[config.mk]
export PLATFORM = sky130hd
export DESIGN_NAME = uart_tx_mmio_flat
export DESIGN_NICKNAME = d
export VERILOG_FILES = /design/src/rtl/uart_pkg.sv /design/src/rtl/uart_tx_mmio_if.sv /design/src/rtl/byte_fifo.sv /design/src/rtl/uart_tx_mmio.sv /design/src/flat_wrapper.sv
export SDC_FILE = /design/constraint.sdc
export NUM_CORES = 1
export LEC_CHECK = 0
export BUFFER_PORTS_ARGS = -buffer_cell sky130_fd_sc_hd__buf_2
export CORE_MARGIN = 4
export CORE_UTILIZATION = 53
export CTS_CLUSTER_DIAMETER = 40
export DETAILED_ROUTE_END_ITERATION = 12
export PLACE_DENSITY_LB_ADDON = 0.1
export SLEW_MARGIN = 20
export SYNTH_ARGS = -nofsm -noshare
export SYNTH_HDL_FRONTEND = slang
export SYNTH_SLANG_ARGS = --single-unit
export TNS_END_PERCENT = 30
[constraint.sdc]
create_clock -name clock -period 3 [get_ports clock]
set_input_delay 0.3 -clock clock [delete_from_list [all_inputs] [get_ports clock]]
set_output_delay 0.3 -clock clock [all_outputs]
set_load 0.02 [all_outputs]
[src/rtl/uart_pkg.sv]
// Shared definitions for the memory-mapped UART blocks: register offsets,
// STATUS bit positions, transmitter state encoding and the divisor floor.
package uart_pkg;

   // Word offsets on the data-memory bus.
   localparam logic [1:0] ADDR_DATA    = 2'd0;
   localparam logic [1:0] ADDR_STATUS  = 2'd1;
   localparam logic [1:0] ADDR_DIVISOR = 2'd2;

   // STATUS register layout.
   localparam int unsigned STATUS_BUSY      = 0;
   localparam int unsigned STATUS_FULL      = 1;
   localparam int unsigned STATUS_EMPTY     = 2;
   localparam int unsigned STATUS_OVERFLOW  = 3;
   localparam int unsigned STATUS_COUNT_LSB = 4;

   // Smallest clocks-per-bit the baud counter accepts.
   localparam logic [15:0] MIN_DIVISOR = 16'd2;

   typedef enum logic [1:0] {IDLE, START, DATA, STOP} tx_state_t;

endpackage

[src/rtl/uart_tx_mmio_if.sv]
// Data-memory bus slice seen by the UART: single-cycle strobes, word
// address, store data and registered load data.
interface uart_tx_mmio_if;
   logic        write_enable;
   logic        read_enable;
   logic [1:0]  address;
   logic [31:0] write_data;
   logic [31:0] read_data;

   modport master (
      output write_enable, read_enable, address, write_data,
      input  read_data
   );

   modport slave (
      input  write_enable, read_enable, address, write_data,
      output read_data
   );
endinterface

[src/rtl/byte_fifo.sv]
// Synchronous byte FIFO. Pointers carry one extra wrap bit so full and empty
// fall out of a plain comparison; a pop frees the slot for a same-cycle push.
module byte_fifo #(
   parameter int unsigned DEPTH = 8,
   localparam int unsigned AW = $clog2(DEPTH)
) (
   input  logic          clock,
   input  logic          reset,
   input  logic          push,
   input  logic [7:0]    push_data,
   input  logic          pop,
   output logic [7:0]    pop_data,
   output logic          full,
   output logic          empty,
   output logic [AW:0]   count
);

   logic [7:0]  mem [DEPTH];
   logic [AW:0] wr_ptr_q, wr_ptr_d;
   logic [AW:0] rd_ptr_q, rd_ptr_d;
   logic        push_ok, pop_ok;

   assign empty    = (wr_ptr_q == rd_ptr_q);
   assign full     = (wr_ptr_q[AW] != rd_ptr_q[AW]) &&
                     (wr_ptr_q[AW-1:0] == rd_ptr_q[AW-1:0]);
   assign count    = wr_ptr_q - rd_ptr_q;
   assign pop_ok   = pop && !empty;
   assign push_ok  = push && (!full || pop_ok);
   assign pop_data = mem[rd_ptr_q[AW-1:0]];

   // Advance each pointer by one on an accepted push/pop.
   always_comb begin
      wr_ptr_d = wr_ptr_q + {{AW{1'b0}}, push_ok};
      rd_ptr_d = rd_ptr_q + {{AW{1'b0}}, pop_ok};
   end

   // Pointer registers.
   always_ff @(posedge clock or negedge reset) begin
      if (!reset) begin
         wr_ptr_q <= '0;
         rd_ptr_q <= '0;
      end else begin
         wr_ptr_q <= wr_ptr_d;
         rd_ptr_q <= rd_ptr_d;
      end
   end

   // Storage write; contents need no reset since the pointers gate them.
   always_ff @(posedge clock) begin
      if (push_ok) mem[wr_ptr_q[AW-1:0]] <= push_data;
   end

endmodule

[src/rtl/uart_tx_mmio.sv]
// Memory-mapped 8N1 UART transmitter. Stores to DATA enqueue bytes, a baud
// FSM shifts them out LSB first. Defining UART_TX_SIM_PRINT_EN echoes every
// accepted byte to the simulator console (simulation only).
module uart_tx_mmio
   import uart_pkg::*;
#(
   parameter int unsigned FIFO_DEPTH      = 8,
   parameter logic [15:0] DEFAULT_DIVISOR = 16'd108
) (
   input  logic           clock,
   input  logic           reset,
   uart_tx_mmio_if.slave  bus,
   output logic           tx,
   output logic           irq_empty
);

   localparam int unsigned CW = $clog2(FIFO_DEPTH) + 1;

   tx_state_t   state_q, state_d;
   logic [15:0] cnt_q, cnt_d;
   logic [2:0]  bit_q, bit_d;
   logic [7:0]  shift_q, shift_d;
   logic [15:0] div_lat_q, div_lat_d;
   logic [15:0] divisor_q, divisor_d;
   logic        overflow_q, overflow_d;
   logic [31:0] read_data_q, read_data_d;

   logic          data_push, div_write, fifo_pop, fifo_full, fifo_empty, baud_done;
   logic [7:0]    fifo_rdata;
   logic [CW-1:0] fifo_count;
   logic [31:0]   count_ext, status;
   logic [3:0]    count_sat;
   logic          unused_wdata;

   assign data_push    = bus.write_enable && (bus.address == ADDR_DATA);
   assign div_write    = bus.write_enable && (bus.address == ADDR_DIVISOR);
   assign baud_done    = (cnt_q == div_lat_q - 16'd1);
   assign irq_empty    = fifo_empty && (state_q == IDLE);
   assign bus.read_data = read_data_q;
   assign unused_wdata = ^bus.write_data[31:16];

   byte_fifo #(
      .DEPTH (FIFO_DEPTH)
   ) u_fifo (
      .clock     (clock),
      .reset     (reset),
      .push      (data_push),
      .push_data (bus.write_data[7:0]),
      .pop       (fifo_pop),
      .pop_data  (fifo_rdata),
      .full      (fifo_full),
      .empty     (fifo_empty),
      .count     (fifo_count)
   );

   // STATUS image; count field saturates at 15 for deep FIFOs.
   always_comb begin
      count_ext = 32'(fifo_count);
      count_sat = (count_ext > 32'd15) ? 4'hF : count_ext[3:0];
      status                          = '0;
      status[STATUS_BUSY]             = (state_q != IDLE);
      status[STATUS_FULL]             = fifo_full;
      status[STATUS_EMPTY]            = fifo_empty;
      status[STATUS_OVERFLOW]         = overflow_q;
      status[STATUS_COUNT_LSB +: 4]   = count_sat;
   end

   // Register file: reads see pre-write state; a same-cycle drop keeps overflow set.
   always_comb begin
      divisor_d   = divisor_q;
      overflow_d  = overflow_q;
      read_data_d = read_data_q;
      if (bus.read_enable) begin
         case (bus.address)
            ADDR_STATUS: begin
               read_data_d = status;
               overflow_d  = 1'b0;
            end
            ADDR_DIVISOR: read_data_d = {16'h0, divisor_q};
            default:      read_data_d = '0;
         endcase
      end
      if (data_push && fifo_full && !fifo_pop) overflow_d = 1'b1;
      if (div_write) begin
         divisor_d = (bus.write_data[15:0] < MIN_DIVISOR) ? MIN_DIVISOR : bus.write_data[15:0];
      end
   end

   // Baud FSM next state; the divisor is latched at pop so mid-frame writes wait.
   always_comb begin
      state_d   = state_q;
      cnt_d     = cnt_q;
      bit_d     = bit_q;
      shift_d   = shift_q;
      div_lat_d = div_lat_q;
      fifo_pop  = 1'b0;
      unique case (state_q)
         IDLE: begin
            if (!fifo_empty) begin
               fifo_pop  = 1'b1;
               shift_d   = fifo_rdata;
               div_lat_d = divisor_q;
               cnt_d     = '0;
               bit_d     = '0;
               state_d   = START;
            end
         end
         START: begin
            cnt_d = baud_done ? 16'd0 : cnt_q + 16'd1;
            if (baud_done) state_d = DATA;
         end
         DATA: begin
            cnt_d = baud_done ? 16'd0 : cnt_q + 16'd1;
            if (baud_done) begin
               shift_d = {1'b0, shift_q[7:1]};
               bit_d   = bit_q + 3'd1;
               if (bit_q == 3'd7) state_d = STOP;
            end
         end
         STOP: begin
            cnt_d = baud_done ? 16'd0 : cnt_q + 16'd1;
            if (baud_done) state_d = IDLE;
         end
         default: state_d = IDLE;
      endcase
   end

   // Line level decoded from state so reset forces idle-high asynchronously.
   always_comb begin
      tx = 1'b1;
      if (state_q == START) tx = 1'b0;
      else if (state_q == DATA) tx = shift_q[0];
   end

   // State and register file storage.
   always_ff @(posedge clock or negedge reset) begin
      if (!reset) begin
         state_q     <= IDLE;
         cnt_q       <= '0;
         bit_q       <= '0;
         shift_q     <= '0;
         div_lat_q   <= DEFAULT_DIVISOR;
         divisor_q   <= DEFAULT_DIVISOR;
         overflow_q  <= 1'b0;
         read_data_q <= '0;
      end else begin
         state_q     <= state_d;
         cnt_q       <= cnt_d;
         bit_q       <= bit_d;
         shift_q     <= shift_d;
         div_lat_q   <= div_lat_d;
         divisor_q   <= divisor_d;
         overflow_q  <= overflow_d;
         read_data_q <= read_data_d;
      end
   end

`ifdef UART_TX_SIM_PRINT_EN
   logic push_accepted;
   assign push_accepted = data_push && (!fifo_full || fifo_pop);

   // Echo firmware output to the console.
   always_ff @(posedge clock) begin
      if (push_accepted) $write("%c", bus.write_data[7:0]);
   end
`endif

endmodule

[src/flat_wrapper.sv]
// flat-port wrapper written by rule: the top's interface ports become plain ports
module uart_tx_mmio_flat import uart_pkg::*;
#(
   parameter int unsigned FIFO_DEPTH      = 8,
   parameter logic [15:0] DEFAULT_DIVISOR = 16'd108
)
  (clock, reset, tx, irq_empty, bus_write_enable, bus_read_enable, bus_address, bus_write_data, bus_read_data);
  uart_tx_mmio_if bus_i ();
  input  logic clock;
  input  logic reset;
  output logic tx;
  output logic irq_empty;
  input wire logic [$bits(bus_i.write_enable)-1:0] bus_write_enable;
  input wire logic [$bits(bus_i.read_enable)-1:0] bus_read_enable;
  input wire logic [$bits(bus_i.address)-1:0] bus_address;
  input wire logic [$bits(bus_i.write_data)-1:0] bus_write_data;
  output wire logic [$bits(bus_i.read_data)-1:0] bus_read_data;
  assign bus_i.write_enable = bus_write_enable;
  assign bus_i.read_enable = bus_read_enable;
  assign bus_i.address = bus_address;
  assign bus_i.write_data = bus_write_data;
  assign bus_read_data = bus_i.read_data;
  uart_tx_mmio #(.FIFO_DEPTH(FIFO_DEPTH), .DEFAULT_DIVISOR(DEFAULT_DIVISOR)) u_core (.clock(clock), .reset(reset), .bus(bus_i), .tx(tx), .irq_empty(irq_empty));
endmodule
==> results.ini, run 1 <==
[status]
status=complete, but fails checks
failed_checks=negative setup slack

[clocking]
clock_sinks=150
worstSkewPairLatency_ns=0.42
cts_root_buffer=clkbuf_16
htreeDepth=4
cts_made_buffers=17
clock_path_buffers=2
clk_pin_slew_ns=0.06
cts_tree=done

[hold_path]
min_path_type=input pin to flip-flop

[synth]
synth_area_per_cell_um2=11.8
synthArstFlopShare=0.573
syn_area_mm2=0.00714
ys_top_cells_by_area=dfrtp_1 (27%), edfxtp_1 (27%), mux4_2 (5.0%), nand2_1 (4.6%), ha_1 (3.3%)
seq_area_frac_synth=0.572
synthCells=605
ys_types=59
yosys_warnings=0
yosys.area.top_type_share=0.273
synth_edf_count=64
ys_ff_latch=150
synth_ff_type=dfrtp_1
yosys.area.top_type=dfrtp_1

[worst_setup_path]
crit_end=u_core.shift_q[4]
path_max_fanout=8
worstSetupPathType=flip-flop to flip-flop
end_kind=flip-flop
slowest_stage=or4b_4
crit_required_ns=3.30
cp-startpoint=u_core.div_lat_q[1]
critical_path.startpoint_type=flip-flop
rr_endpoint=u_core.shift_q[4]
slowest_delay_ns=0.47
r2r_slack_ns=-0.01
path_cells=inv_2, ha_4, or4b_4, or3_4, a2111oi_4, nand4_1, nor4_4, buf_6, nand3_4, o221a_2
r2r-start=u_core.div_lat_q[1]
rr_worst_depth=10
arrival_ns=3.31

[sta]
setup_viol=5
worst_pin_slew_ns=0.636
fmax_mhz=332
skew_ns=0.00950
final_hold_viol_count=0
worst_slack_ns=-0.0128
fin_crit_sh=1.00
slew_violations=0
period_minus_slack_ns=3.01
maxSlewHeadroom=0.575
rsz0062_at_grt=yes

[layout]
seqCellArea_mm2=0.00408
multi_input_area_mm2=0.00284
drive_gt1_frac=0.236
insertedDiodeCount=0
nNetsFinal=730
final_cell_area_mm2=0.00831
final_core_util=0.628
areaGrowthSynthToFinish_pct=16.3
fillers=1056

[grt]
overflow=0
antenna_found_initial=0
grt_max_degree=49
grt_pass1_vias=4757
grt_usage=0.211
grt_pass1_wl_um=24800

[drt]
drtIter0Drc=388
drtPass1Iterations=4
wirelength_um=15400
drc=0
vias=4809
wire_per_inst_um=17.9
antenna_left=0
vias_per_cell=5.59

[power]
p_leak_nw=3.45
peakVddDrop_uv=479
p_total_mw=7.77
powerDensity_mw_per_mm2=935

[floorplanning]
die-area_mm2=0.0154
start_util=0.539
core_mm2=0.0132
die_width_um=124
rows=42
ioPinCount=72
die_h_um=124

[placement]
io_buffers=39
post_dp_cell_area_mm2=0.00763
place_congestion=0.891
hpwl_um=10700
pre_cts_slack_ns=-0.0433

[run]
max_cap_violations=0

critical path: cells and delay by family (launching register included):
kind,cells,cell delay [ns]
DFF,1,0.39
buffers and inverters,2,0.27
AOI/OAI and AO/OA,2,0.63
and+or+nand+nor,5,1.48
adders and majority gates,1,0.13
report_power, final:
group	switching, mW	internal (mW)
Combinational	1.56	1.22
Clock	0.904	1.18
Sequential	0.373	2.53
Total	2.84	4.93
metal layers:
metal | wire length (µm) | global-route usage
met2 | 7530 | 0.332
met3 | 647 | 0.0468
met1 | 7070 | 0.306
met4 | 154 | 0.0438
met5 | 0 | 0
worst min path at each step:
stage | startpoint | to | slack (ns) | cells after the start
finish | bus_write_data[12] | u_core.divisor_q[12] | 0.13 | 2
floorplan | reset | u_core.bit_q[0] | 0.004 | 0
global placement | reset | u_core.cnt_q[11] | 0.34 | 1
global route | bus_write_data[9] | u_core.divisor_q[9] | 0.12 | 2
detailed placement | reset | u_core.cnt_q[12] | 0.35 | 1
CTS | bus_write_data[13] | u_core.divisor_q[13] | 0.12 | 2
sequential cells by signal, indices dropped and copies added (netlist names):
name	count
u_core.shift_q	8
u_core.bit_q	3
u_core.bus.read_data	16
u_core.u_fifo.rd_ptr_q	4
u_core.u_fifo.mem	64
u_core.u_fifo.wr_ptr_q	4
u_core.state_q	2
u_core.div_lat_q	16
u_core.cnt_q	16
u_core.overflow_q	1
u_core.divisor_q	16
cell usage after synthesis, types with 2 or more instances:
| cell | count |
|---|---|
| a21oi_1 | 7 |
| or3_1 | 7 |
| nand2b_1 | 2 |
| nor4_1 | 7 |
| o22ai_1 | 9 |
| o221a_2 | 7 |
| o31ai_1 | 4 |
| xnor2_1 | 19 |
| a21o_1 | 3 |
| xor2_1 | 15 |
| clkinv_1 | 3 |
| clkbuf_1 | 17 |
| inv_1 | 34 |
| a32oi_1 | 2 |
| o21ai_0 | 19 |
| a32o_1 | 2 |
| nor2_1 | 34 |
| ha_1 | 19 |
| nand3_1 | 21 |
| mux2i_1 | 4 |
| and3_1 | 4 |
| mux2_2 | 16 |
| nor3_1 | 17 |
| buf_2 | 2 |
| dfrtp_1 | 78 |
| buf_4 | 17 |
| or4_1 | 2 |
| nand3b_1 | 3 |
| a22o_1 | 3 |
| and2_1 | 2 |
| mux4_2 | 16 |
| dfstp_2 | 8 |
| a31oi_1 | 2 |
| nor2b_1 | 6 |
| buf_1 | 2 |
| edfxtp_1 | 64 |
| a22oi_1 | 8 |
| o211ai_1 | 3 |
| nand2_1 | 87 |
| a211oi_1 | 2 |
| nand4_1 | 10 |
final cells by class:
cell class | count | share of cell area
clock buffers | 17 | 0.0512
repair buffers | 71 | 0.0536
clock inverters | 15 | 0.0194
flip-flops and latches | 150 | 0.491
multi-input cells | 395 | 0.341
inverters | 37 | 0.0167
well taps | 176 | 0.0265
cell families (layout without fill, tap and decap cells):
kind of cell	Yosys count	in the layout	synth area share
adder cells (fa/ha/maj)	20	20	0.0361
AO/OA/AOI/OAI	79	79	0.0783
flip-flops	150	150	0.572
AND/OR/NAND/NOR	209	209	0.139
multiplexers	36	36	0.0813
XOR/XNOR	35	35	0.0448
buffers and inverters	75	140	0.0487
other	1	16	0.000525
per-stage QoR:
stage | TNS [ns] | instances | hold WS [ns]
after global placement | 0 | 824 | 0.345
after global routing | -2.21 | 861 | 0.121
after floorplan | -0.174 | 620 | 0.00441
after detailed placement | -0.222 | 824 | 0.355
final | -0.0255 | 861 | 0.130
after CTS | 0 | 857 | 0.121
cells in the final DEF (no fill, tap or decap), types with 3 or more instances in the layout:
cell type / instances
nor2b_1: 6
o21ai_0: 19
a21oi_1: 7
mux2_2: 16
mux2i_1: 4
nand3_1: 21
edfxtp_1: 64
nor4_1: 6
or3_1: 6
conb_1: 16
a22o_1: 3
inv_8: 3
nand2_1: 87
nand4_1: 10
clkinv_4: 3
clkbuf_16: 17
nor2_1: 34
o221a_2: 7
buf_2: 39
o31ai_1: 4
dfstp_2: 8
a22oi_1: 8
buf_4: 29
nand3b_1: 3
dfrtp_1: 78
inv_6: 4
a21o_1: 3
o211ai_1: 3
ha_1: 18
xnor2_1: 19
inv_1: 32
o22ai_1: 9
nor3_1: 16
mux4_2: 16
xor2_1: 15
clkinv_1: 3
and3_1: 4
repair_timing:
item                                    in CTS  in global routing
endpoints found under the hold margin       46                  0
endpoints found under the setup margin       7                 22
cloned                                       0                  1
hold buffers                                 1                  0
pin swaps                                    1                  5
resized for setup                            2                 10
setup buffers                                0                  3
No activity file was read; power rests on OpenSTA's default activity.
==> run 2, diff against run 1 <==
CELL_PAD_IN_SITES_DETAIL_PLACEMENT = 1   (was default)
CELL_PAD_IN_SITES_GLOBAL_PLACEMENT = 2   (was default)
CORE_UTILIZATION = 36   (was 53)
==> run 2 against run 1 <==
The flow now finishes without violations. Sequential power hardly changed. Non-clock buffer count is 3 higher. Critical path depth rose by 1. Die area up 44%. Critical path type unchanged. Largest cell class unchanged.
==> results.ini, run 2 (synthesis results as in run 1) <==
[floorplanning]
die_width_um=149
start_util=0.367
die-area_mm2=0.0222
ioPinCount=72
die_h_um=149
core_mm2=0.0195
rows=51

[worst_setup_path]
worst-path-buf-inv=3
critPathTopFamily=simple AND/OR/NAND/NOR gates
r2r_slack_ns=0.04
worstSetupPathType=flip-flop to flip-flop
rr_worst_depth=11
crit_end=u_core.state_q[1]
cp.depth=11
path_cells=inv_2, ha_4, or4b_4, or3_4, a2111oi_4, nand4_1, nor4_4, buf_6, buf_12, mux2i_1, a211o_1
crit_required_ns=3.31
path_max_fanout=8
r2r-start=u_core.div_lat_q[0]
critical_path.startpoint_type=flip-flop
rr_endpoint=u_core.state_q[1]
end_kind=flip-flop
arrival_ns=3.27
slowest_delay_ns=0.47
cp-startpoint=u_core.div_lat_q[0]
slowest_stage=or4b_4

[layout]
stdcell_count=953
final_common_cell=nand2_1
largest_register_ffs=64
insertedDiodeCount=0
areaGrowthSynthToFinish_pct=20.0
final_cell_area_mm2=0.00857
final_cell_mix=nand2_1 (87), dfrtp_1 (78), edfxtp_1 (64)
nNetsFinal=733
drive_gt1_frac=0.241
final_core_util=0.440

[grt]
grt_pass1_vias=5181
grt_usage=0.165
overflow=0
antenna_found_initial=0
grt_max_degree=59
grt_pass1_wl_um=28500

[drt]
dr_wl_met2_um=8440
met1_length_um=8340
drc=0
highest-signal-layer=met4
wirelength_um=17500
antenna_left=0
wire_per_inst_um=18.3
vias_per_cell=5.07
drtPass1Iterations=5
drtIter0Drc=196
dr_wl_met3_um=497
vias=4834

[clocking]
worstSkewPairLatency_ns=0.43
clk_pin_slew_ns=0.07
clock_path_buffers=2
cts_tree=done
cts_made_buffers=17
clock_sinks=150
htreeDepth=4
cts_root_buffer=clkbuf_16

[placement]
dp.cells=914
place_congestion=0.772
post_dp_cell_area_mm2=0.00778
pre_cts_slack_ns=-0.0157
io_buffers=39
hpwl_um=12400

[sta]
setup_viol=0
fin_hold_ws_ns=0.128
maxSlewHeadroom=0.466
slew_violations=0
final_hold_viol_count=0
fin_crit_sh=0.986
fmax_mhz=338
period_minus_slack_ns=2.96
worst_pin_slew_ns=0.801
skew_ns=0.0162
rsz0062_at_grt=yes
worst_slack_ns=0.0426

[power]
p_leak_nw=3.52
powerDensity_mw_per_mm2=938
peakVddDrop_uv=447

[run]
max_cap_violations=0

[hold_path]
min_path_type=input pin to flip-flop
worstHoldStart=bus_write_data[15]

[status]
status=finished, final reports clean

run 2: changes by cell type in the layout (fill, tap and decap cells not counted), moves of 2 or more:
cell / before / now
buf_12: 0 / 4
clkinv_4: 3 / 0
clkinv_8: 1 / 4
o221a_2: 7 / 4
o221a_4: 0 / 3
clkinvlp_4: 2 / 0
inv_12: 0 / 2
run 2: area by class of cell:
| type | instances | area, µm² |
|---|---|---|
| clock buffers | 17 | 425 |
| clock inverters | 15 | 186 |
| fillers | 2071 | 10900 |
| inverters | 37 | 139 |
| multi-input cells | 395 | 2880 |
| flip-flops and latches | 150 | 4080 |
| well taps | 265 | 332 |
| repair buffers | 74 | 520 |
run 2: per-layer routing:
layer	vias up	global-route usage
met2	72	0.268
met1	2454	0.231
met3	15	0.0325
met5	-	0
met4	0	0.0412
li1	2293	-
run 2: worst min-delay path by stage:
stage                     cells after the start              endpoint  slack, ns
final                                         2  u_core.divisor_q[15]       0.13
after global routing                          2  u_core.divisor_q[13]       0.12
after CTS                                     2  u_core.divisor_q[15]       0.11
after detailed placement                      1      u_core.cnt_q[11]       0.44
after global placement                        1      u_core.cnt_q[11]       0.43
after floorplan                               0       u_core.bit_q[0]      0.004
run 2: what timing repair did:
action | CTS | global route
buffers inserted | 0 | 6
hold buffers | 1 | 0
endpoints found under the setup margin | 7 | 26
hold endpoints to repair | 51 | 0
gates resized for setup | 1 | 18
pin swaps | 0 | 6
run 2: stage by stage:
stage / total power, mW / setup TNS (ns)
final: 8.04 / 0
after global routing: 8.61 / -0.570
after CTS: 8.00 / -0.0875
after detailed placement: 5.75 / -0.0740
after global placement: 5.64 / 0
after floorplan: 4.84 / -0.174
run 2: power by group:
part	total [mW]	internal (mW)	switching, mW
clock network	2.17	1.14	1.03
logic	2.94	1.32	1.62
registers	2.92	2.53	0.395
==> run 3, diff against run 2 <==
ABC_AREA = 1   (was default)
CORE_UTILIZATION = 34   (was 36)
==> run 3 against run 2 <==
Power grew 2.9%. Count of clock-buffer cells in the layout is the same. Via count grew 15%. Synthesized cell count grew 31%. First-iteration DRC count grew 5.6%. Non-clock buffer count shrank 22. Worst hold slack lost 0.0097 ns. Global-route usage grew 0.50 points. Core utilization shrank 4.2 points. Final cell count grew 18%. Synthesized area grew 3.5%. Fmax grew 9.0%. Critical path type is now flip-flop to primary output.
==> results.ini, run 3 <==
[drt]
wire_per_inst_um=17.5
wirelength_um=19700
antenna_left=0
vias_per_cell=4.94
drtIter0Drc=207
vias=5564
drc=0
drtPass1Iterations=6

[sta]
final_hold_viol_count=0
skew_ns=0.0132
fmax_mhz=368
worst_slack_ns=0.286
maxSlewHeadroom=0.303
setup_tns_ns=0
rsz0062_at_grt=no
worst_pin_slew_ns=1.04
setup_viol=0
slew_violations=0
fin_crit_sh=0.905
period_minus_slack_ns=2.71

[grt]
grt_max_degree=44
grt_pass1_vias=6072
grt_pass1_wl_um=32600
grt_usage=0.170
antenna_found_initial=0
overflow=0

[synth]
ys_types=41
syn_area_mm2=0.00739
synthCells=792
synth_ff_type=dfrtp_1
yosysMostFrequentCell=nand2_1
yosys.area.top_type_share=0.264
yosys_warnings=0
netlist_top_cells_count=nand2_1 (158), nor2_1 (94), dfrtp_1 (78)
synth_edf_count=64
ys_top_cells_by_area=dfrtp_1 (26%), edfxtp_1 (26%), nand2_1 (8.0%), nor2_1 (4.8%), o21ai_0 (4.3%)
yosys.area.top_type=dfrtp_1
synth_area_per_cell_um2=9.33
synthArstFlopShare=0.573
seq_area_frac_synth=0.552
ys_ff_latch=150

[floorplanning]
ioPinCount=72
die-area_mm2=0.0242
die_h_um=155
die_width_um=155
start_util=0.348
rows=53
core_mm2=0.0212

[run]
max_cap_violations=0

[worst_setup_path]
path_cells=clkinv_1, ha_1, inv_1, nor3_1, nand2_1, nor2_1, buf_4, buf_2
path_max_fanout=12
end_kind=primary output
crit_required_ns=2.70
slowest_stage=dfrtp_1
arrival_ns=2.41
worstSetupPathType=flip-flop to primary output
critical_path.startpoint_type=flip-flop
slowest_delay_ns=0.35

[clocking]
htreeDepth=4
cts_tree=done
cts_root_buffer=clkbuf_16
cts_made_buffers=17
worstSkewPairLatency_ns=0.43
clock_sinks=150
clock_path_buffers=2
clk_pin_slew_ns=0.07

[layout]
largest_register_ffs=64
insertedDiodeCount=0
final_cell_mix=nand2_1 (158), nor2_1 (94), dfrtp_1 (78)
drive_gt1_frac=0.142
final_common_cell=nand2_1
nNetsFinal=896
stdcell_count=1126
areaGrowthSynthToFinish_pct=14.4
final_cell_area_mm2=0.00846

[power]
peakVddDrop_uv=450
powerDensity_mw_per_mm2=978
p_leak_nw=3.67

[placement]
dp.cells=1093
pre_cts_slack_ns=0.447
io_buffers=39
place_congestion=0.798
hpwl_um=14400
post_dp_cell_area_mm2=0.00784

[status]
status=finished, final reports clean

[hold_path]
min_path_type=input pin to flip-flop

[run 3: cell families after synthesis]
logic type	count (synthesis)	synth area share
simple gates	339	0.195
xor+xnor	25	0.0296
other cells	1	0.000507
buf+inv	120	0.0726
fa+ha+maj	20	0.0349
flops	150	0.552
compound gates	125	0.0961
mux	12	0.0183
[run 3: timing repair]
action,4_1_cts,5_1_grt
resized for setup,0,0
setup endpoints to repair,0,0
buffers inserted,0,0
hold endpoints to repair,40,0
hold buffers,1,0
[run 3: worst max-delay path, delay by kind of cell (launching register included)]
kind	cells	cell delay [ns]
adder cells (fa/ha/maj)	1	0.33
flip-flops	1	0.35
buffers and inverters	4	0.65
AND/OR/NAND/NOR	3	0.65
[run 3: final cells by class]
type / instances / area [µm²]
inverter: 80 / 300
fill: 2474 / 12800
sequential: 150 / 4080
timing repair buffer: 52 / 298
tap: 275 / 344
clock buffer: 17 / 425
clock inverter: 15 / 180
multi-input combinational: 537 / 2830
[run 3: metal layers]
layer	vias to the layer above	part of all wire	track usage
li1	2696	-	-
met1	2783	0.50	0.243
met2	75	0.47	0.272
met3	10	0.026	0.0328
met4	0	0.0069	0.0338
met5	-	0	0
[run 3: through the flow]
step / total power [mW] / hold slack [ns] / utilization
6_report: 8.27 / 0.119 / 0.399
5_1_grt: 8.97 / 0.103 / 0.399
4_1_cts: 8.39 / 0.103 / 0.399
3_5_place_dp: 6.15 / 0.348 / 0.370
3_3_place_gp: 6.00 / 0.335 / 0.370
2_1_floorplan: 5.14 / 0.00441 / -
[run 3: final timing paths]
check	to	startpoint	slack [ns]	cells past startpoint
min in group asynchronous	u_core.cnt_q[8]	reset	0.41	2
hold / removal	u_core.divisor_q[9]	bus_write_data[9]	0.12	2
setup reg to reg	u_core.u_fifo.mem[3][2]	u_core.u_fifo.rd_ptr_q[2]	0.48	9
max in group asynchronous	u_core.divisor_q[0]	reset	1.79	3
hold reg to reg	u_core.shift_q[5]	u_core.shift_q[5]	0.48	2
setup / recovery	irq_empty	u_core.u_fifo.rd_ptr_q[2]	0.29	8
[run 3: power by group]
part / total [mW] / leakage [nW] / internal, mW / switching [mW]
sequential: 2.90 / 1.66 / 2.56 / 0.339
combinational: 3.18 / 1.72 / 1.07 / 2.12
clock: 2.19 / 0.295 / 1.20 / 0.992
